`src/rtl/cic_comp_fir.sv`:
```
// Droop-compensation FIR after the CIC decimator: one shared multiplier, optional decimate-by-2.
// Latency NUM_TAPS+1 cycles from the triggering strobe; triggers that arrive while busy are dropped and flagged in overrun.
module cic_comp_fir #(
  parameter int DATA_WIDTH_I = 16,
  parameter int DATA_WIDTH_O = 16,
  parameter int COEF_WIDTH   = 18,
  parameter int NUM_TAPS     = 8,
  parameter int DECIM        = 1
) (
  input  logic                            clk,
  input  logic                            arst,
  input  logic                            in_valid,
  input  logic [DATA_WIDTH_I-1:0]         data_in,
  input  logic                            coef_we,
  input  logic [$clog2(NUM_TAPS)-1:0]     coef_addr,
  input  logic [COEF_WIDTH-1:0]           coef_data,
  output logic [DATA_WIDTH_O-1:0]         data_out,
  output logic                            out_valid,
  output logic                            busy,
  output logic                            overrun
);

  localparam int TW    = $clog2(NUM_TAPS);
  localparam int BW    = $clog2(2 * NUM_TAPS);
  localparam int PW    = DATA_WIDTH_I + COEF_WIDTH;
  localparam int ACC_W = PW + TW;
  localparam logic signed [ACC_W-1:0] HALF  = ACC_W'(1) << (COEF_WIDTH - 3);
  localparam logic signed [ACC_W-1:0] MAX_O = (ACC_W'(1) << (DATA_WIDTH_O - 1)) - ACC_W'(1);
  localparam logic signed [ACC_W-1:0] MIN_O = -MAX_O - ACC_W'(1);
  localparam logic [COEF_WIDTH-1:0]   UNITY = COEF_WIDTH'(1) << (COEF_WIDTH - 2);

  typedef enum logic [1:0] {IDLE, MAC, DONE} state_t;
  state_t state_q, state_d;

  logic signed [DATA_WIDTH_I-1:0] sbuf [2*NUM_TAPS];
  logic signed [COEF_WIDTH-1:0]   coef [NUM_TAPS];
  logic [BW-1:0]                  wr_ptr, base, rd_addr;
  logic [TW-1:0]                  k;
  logic                           phase;
  logic                           trigger;
  logic signed [ACC_W-1:0]        acc, rnd;
  logic signed [PW-1:0]           prod;
  logic [DATA_WIDTH_O-1:0]        sat;

  // With DECIM=1 phase never leaves 0, so every strobe triggers.
  assign trigger = in_valid && (phase == (DECIM == 2));
  assign rd_addr = base - BW'(k);
  assign prod    = coef[k] * sbuf[rd_addr];
  assign busy    = (state_q != IDLE);
  assign rnd     = (acc + HALF) >>> (COEF_WIDTH - 2);

  always_comb begin
    sat = rnd[DATA_WIDTH_O-1:0];
    if (rnd > MAX_O)      sat = MAX_O[DATA_WIDTH_O-1:0];
    else if (rnd < MIN_O) sat = MIN_O[DATA_WIDTH_O-1:0];
  end

  always_comb begin
    state_d = state_q;
    case (state_q)
      IDLE:    if (trigger) state_d = MAC;
      MAC:     if (k == TW'(NUM_TAPS - 1)) state_d = DONE;
      DONE:    state_d = IDLE;
      default: state_d = IDLE;
    endcase
  end

  always_ff @(posedge clk or posedge arst) begin
    if (arst) state_q <= IDLE;
    else      state_q <= state_d;
  end

  always_ff @(posedge clk or posedge arst) begin
    if (arst) begin
      for (int i = 0; i < 2 * NUM_TAPS; i++) sbuf[i] <= '0;
      for (int i = 0; i < NUM_TAPS; i++)     coef[i] <= (i == 0) ? UNITY : '0;
      wr_ptr    <= '0;
      base      <= '0;
      k         <= '0;
      phase     <= 1'b0;
      acc       <= '0;
      data_out  <= '0;
      out_valid <= 1'b0;
      overrun   <= 1'b0;
    end else begin
      out_valid <= 1'b0;
      // The sample is always captured, even when its trigger is dropped.
      if (in_valid) begin
        sbuf[wr_ptr] <= data_in;
        wr_ptr       <= wr_ptr + BW'(1);
        if (DECIM == 2) phase <= ~phase;
      end
      if (trigger && state_q != IDLE) overrun <= 1'b1;
      if (coef_we && state_q == IDLE) coef[coef_addr] <= coef_data;
      case (state_q)
        IDLE: if (trigger) begin
          base <= wr_ptr;
          acc  <= '0;
          k    <= '0;
        end
        MAC: begin
          acc <= acc + $signed({{(ACC_W - PW){prod[PW-1]}}, prod});
          k   <= k + TW'(1);
        end
        DONE: begin
          data_out  <= sat;
          out_valid <= 1'b1;
        end
        default: ;
      endcase
    end
  end

endmodule

```
`config.mk`:
```
export PLATFORM = sky130hd
export DESIGN_NAME = cic_comp_fir
export DESIGN_NICKNAME = d
export VERILOG_FILES = /design/src/rtl/cic_comp_fir.sv
export SDC_FILE = /design/constraint.sdc
export NUM_CORES = 2
export LEC_CHECK = 0
export ABC_AREA = 0
export BUFFER_PORTS_ARGS = -buffer_cell sky130_fd_sc_hd__buf_4
export CAP_MARGIN = 10
export CORE_UTILIZATION = 55
export CTS_CLUSTER_SIZE = 20
export DETAILED_ROUTE_END_ITERATION = 8
export PLACE_DENSITY = 0.71
export SLEW_MARGIN = 10
export SYNTH_ARGS = -nofsm -noshare
export SYNTH_HDL_FRONTEND = slang
export SYNTH_SLANG_ARGS = --single-unit
```
`constraint.sdc`:
```
create_clock -name clk -period 38 [get_ports clk]
set_input_delay 3.8 -clock clk [delete_from_list [all_inputs] [get_ports clk]]
set_output_delay 3.8 -clock clk [all_outputs]
set_load 0.005 [all_outputs]
```
### Yosys cells after proc, flatten, opt, wreduce, memory -nomap -nowiden

Index checks and enable logic that the tools add are counted.
Widths: inputs -> output; s select.

* memories kept: 0
* register bits after elaboration: 468
* latch bits: 0
* word-level logic and storage cells: 89
* bits in writable memories: 0
* ROM bits: 0
* input bits: 41

* add/sub/neg operators: 5
* divide/modulo/power cells: 0
* $lt $le $gt $ge: 8
* reductions and logical operators: 11
* equality and inequality tests: 5
* mux-type cells: 22
* $mul: 1
* shifts and indexed selects: 0
* bitwise operators: 5

Operators by type and width (count)
* $bwmux 256: 1
* $bwmux 144: 1
* $mux 16: 5
* $pmux 37 s2: 1
* $bmux 16 s4: 1
* $demux 16 s4: 1
* $bmux 18 s3: 1
* $demux 18 s3: 1
* $mux 18: 3
* $add 37x17->37 const B: 1
* $add 37x34->37: 1
* $mux 37: 1
* $mul 18x16->34: 1
* $gt 21x16->1 const B: 1
* $lt 21x16->1 const B: 1
* $ge 5x5->1 const B: 2
* $not 4->5: 2
* $ge 4x4->1 const B: 2
* $not 3->4: 2
* $pmux 3 s2: 1
* $reduce_and 2->1: 3
* $logic_and 1x1->1: 5
* $lt 5x1->1 const B: 1
* $add 4x1->4 const B: 1
* 14 further kinds: 17

### Logic depth before layout (Yosys ltp)

* word-level depth: 8
* depth in mapped cells: 33
* gate-level depth less buffers: 28

### Worst setup path after synthesis

OpenSTA, ideal clock, no wires.

* kind: flip-flop to flip-flop
* start point: register k[1]
* end point: register acc[29]
* arrival time: 8705 ps
* buffers on the path: 7
* slack: 29226 ps
* stages on the path, launching flop included: 34
* cells stage by stage: dfrtp_1 -> buf_2 -> clkbuf_1 -> clkbuf_1 -> inv_1 -> ha_1 -> buf_2 -> buf_2 -> buf_1 -> mux4_2 -> nand2_1 -> a31oi_1 -> buf_2 -> nand2_1 -> fa_1 -> inv_1 -> fa_1 -> fa_1 -> inv_1 -> fa_1 -> inv_1 -> fa_1 -> inv_1 -> fa_1 -> inv_1 -> ha_1 -> and4_1 -> o21a_1 -> a21oi_1 -> nor4_1 -> o31ai_1 -> a21boi_0 -> or4_1 -> nand3_1

* longest elaborated chain between the ends: 8
* elaborated cells on any way between the ends: 12
* classes of those cells: add/sub (2); mul (1); mux (7); bitwise (2)

RTL lines
* start, declared: RTL line 38 `logic [TW-1:0] k;`
* start signal, assigned: RTL line 103 `k <= k + TW'(1);`
* $sub 4x3->4: RTL line 47 `assign rd_addr = base - BW'(k);`
* $not 4->5 (not written as such): RTL line 48 `assign prod = coef[k] * sbuf[rd_addr];`
* $bmux 16 s4: RTL line 48
* $mux 16 (not written as such) (2 in a row): RTL line 48
* $mul 18x16->34 (*): RTL line 48
* $add 37x34->37 (*): RTL line 102 `acc <= acc + $signed({{(ACC_W - PW){prod[PW-1]}}, prod});`
* $pmux 37 s2 (*): RTL line 95 `case (state_q)`
* end signal, assigned: RTL line 102
* end, declared: RTL line 41 `logic signed [ACC_W-1:0] acc, rnd;`

Mark *: on every way between the ends. The rest lies on a longest branch, timed or not. The select of a mux whose other input is x is not followed.
A chain may end at the register's enable or synchronous reset.

### Worst setup path in the final report

* start point: register k[0]
* end point: register acc[36]

Same word-level chain as after synthesis.

==> impl_metrics.env <==
export IMPL_clk_pin_slew_ns=0.06
export IMPL_finalSetupTns_ns=0
export IMPL_cts_resized=0
export IMPL_path_class="reg -> reg"
export IMPL_min_period_ns=9.81
export IMPL_slew_viol_final=0
export IMPL_grt_pass1_wl_um=126000
export IMPL_grt_max_degree=154
export IMPL_syn_nets=3267
export IMPL_cts_made_buffers=50
export IMPL_grt_use_total=0.263
export IMPL_slew_headroom=0.158
export IMPL_grt_pass1_vias=23200
export IMPL_post_route_period_util=0.258
export IMPL_dp_cells=3511
export IMPL_start_util=0.561
export IMPL_synth_ff_type="dfrtp_1"
export IMPL_vias=21000
export IMPL_ys_warn_count=1
export IMPL_yosysSeqAreaShare=0.347
export IMPL_synth_ff_latch_count=463
export IMPL_cts_tree="yes"
export IMPL_cp_end_kind="flip-flop"
export IMPL_antenna_found_initial=1
export IMPL_htreeDepth=2
export IMPL_startpoint_type="flip-flop"
export IMPL_clock_latency_ns=0.62
export IMPL_final_util=0.610
export IMPL_synth_async_sr_flop_share=1.00
export IMPL_die_h_um=248
export IMPL_worstMarginPinSlew_ns=1.26
export IMPL_wirelength_um=76200
export IMPL_die_width_um=248
export IMPL_finalSetupViolCount=0
export IMPL_rsz0062_at_grt="false"
export IMPL_die_area_um2=61600
export IMPL_drv_cap=0
export IMPL_wire_per_inst_um=21.1
export IMPL_coreArea_um2=59500
export IMPL_clk_path_buf_depth=3
export IMPL_dr_first_iter_drc_count=1209
export IMPL_syn_inst=2770
export IMPL_drtPass1Iterations=6
export IMPL_row_count=89
export IMPL_viasPerCell=5.83
export IMPL_pin_count=60
export IMPL_syn_area_um2=33400
export IMPL_overflow=0
export IMPL_synth_area_per_cell_um2=12.0
export IMPL_final_setup_skew_ns=0.0541
export IMPL_worstHoldPathType="reg -> reg"
export IMPL_yosysUniqueCellTypes=63
export IMPL_hold_buffers=0
export IMPL_cts_setup_buffers=0
export IMPL_cts_sinks=463
export IMPL_gp_congestion=0.895
export IMPL_status="completed"
export IMPL_hpwl_um=52500
export IMPL_instances_no_fill=3605
export IMPL_layout_drive_gt1_share=0.261
export IMPL_synth_edff_count=0
export IMPL_ant_nets=0
export IMPL_cp_max_fo=38
export IMPL_cp_arrival_ns=10.28
export IMPL_fmaxAchievable_mhz=102
export IMPL_antennaDiodeCount=0
export IMPL_nets=3287
export IMPL_cp_required_ns=38.47
export IMPL_hold_viol_final=0
export IMPL_io_buffers=58
export IMPL_area_growth_pct=8.84
export IMPL_cts_root_buf="clkbuf_16"
export IMPL_drc=0
==> through the flow <==
step | worst slack, ns | area, um^2 | hold slack (ns)
after CTS | 28.11 | 36300 | 0.494
final | 28.19 | 36300 | 0.489
after floorplan | 21.29 | 33400 | 0.452
after global routing | 27.61 | 36300 | 0.507
after detailed placement | 28.15 | 34600 | 0.481
after global placement | 28.26 | 34600 | 0.466
==> placed cells by master, fill, tap and decap left out, drive strengths merged, types with 28 or more instances in the layout <==
master  count
buf       104
and2       61
inv       391
nand2     267
mux4      100
fa        340
nor2b      56
clkbuf     80
nor2       67
a21oi      28
dfrtp     462
ha        116
mux2      417
o21ai      52
xnor2      31
==> metal layers <==
metal,share of wire,GRT usage
met1,0.40,0.334
met3,0.046,0.0326
met2,0.52,0.463
met5,0.00022,0
met4,0.035,0.0943
==> logic make-up after synthesis <==
logic type / Yosys count / synth area share
other cells: 1 / 0.000112
mux: 526 / 0.211
simple gates: 546 / 0.0768
flops: 463 / 0.347
compound gates: 197 / 0.0407
xor+xnor: 56 / 0.0149
buf+inv: 525 / 0.0615
fa+ha+maj: 456 / 0.248
==> sequential cells by signal, summed over array words and instances, names as in the netlist <==
name,cells
k,3
acc,37
state_q,2
wr_ptr,4
sbuf,256
data_out,16
coef,144
out_valid,1
==> layout make-up <==
type / count / area, um^2
Sequential cell: 463 / 11600
Clock buffer: 80 / 1520
Timing Repair Buffer: 104 / 793
Fill cell: 4688 / 23200
Multi-Input combinational cell: 1782 / 19800
Inverter: 389 / 1470
Clock inverter: 14 / 181
Tap cell: 773 / 967
==> worst max-delay path, cell delays in order (launching register included) <==
cell       delay, ns
dfrtp_4         0.83
inv_1           0.18
ha_2            0.89
buf_4           0.62
mux4_2          0.38
and2_1          0.17
a211oi_1        0.21
a31oi_1         0.08
buf_4           0.25
and2_1          0.20
fa_1            0.48
fa_1            0.88
fa_1            0.53
fa_1            0.50
fa_1            0.49
inv_1           0.05
fa_1            0.47
inv_1           0.04
ha_1            0.32
o21ai_0         0.24
o21a_1          0.16
o21ai_0         0.19
a2111oi_2       0.67
o311ai_0        0.31
a31oi_1         0.28
xnor2_1         0.14
o21ai_1         0.07
==> cell usage after synthesis (3+ instances only) <==
cell type / number / share of area
a21oi_1: 28 / 0.0042
a21boi_0: 3 / 0.00068
xnor2_1: 31 / 0.0081
or3_1: 3 / 0.00056
o31ai_1: 7 / 0.0016
nand4_1: 12 / 0.0023
clkbuf_1: 99 / 0.011
ha_1: 116 / 0.044
a31oi_2: 3 / 0.0011
xor2_1: 24 / 0.0063
nand2b_1: 16 / 0.0030
mux4_2: 100 / 0.068
buf_1: 5 / 0.00056
inv_1: 389 / 0.044
nor3_1: 19 / 0.0029
nand3_1: 23 / 0.0035
and2_1: 61 / 0.011
o21bai_1: 5 / 0.0011
o21ai_0: 46 / 0.0069
nor3b_1: 3 / 0.00068
nand2_1: 267 / 0.030
o21ai_1: 6 / 0.00090
mux2i_1: 9 / 0.0027
nor2b_1: 56 / 0.011
o211ai_2: 9 / 0.0034
a31oi_1: 13 / 0.0024
and4_1: 3 / 0.00079
dfrtp_1: 462 / 0.35
o21a_1: 19 / 0.0043
buf_2: 21 / 0.0032
a211oi_1: 23 / 0.0052
mux2_2: 417 / 0.14
fa_1: 340 / 0.20
buf_4: 9 / 0.0020
a21o_1: 12 / 0.0027
o211ai_1: 8 / 0.0018
and3_1: 8 / 0.0015
nor2_1: 67 / 0.0075
==> worst paths after layout <==
check                            start           to  slack (ns)  depth (start not counted)
max in group asynchronous         arst      acc[13]       32.11                          4
hold / removal             data_out[6]  data_out[6]        0.49                          1
setup reg to reg                  k[0]      acc[36]       28.19                         26
hold reg to reg            data_out[6]  data_out[6]        0.49                          1
setup / recovery                  k[0]      acc[36]       28.19                         26
min in group asynchronous         arst    sbuf[206]        3.43                          2
Power is not shown: default switching activity piles up to over one toggle a cycle in this logic, so the estimate is an artifact.
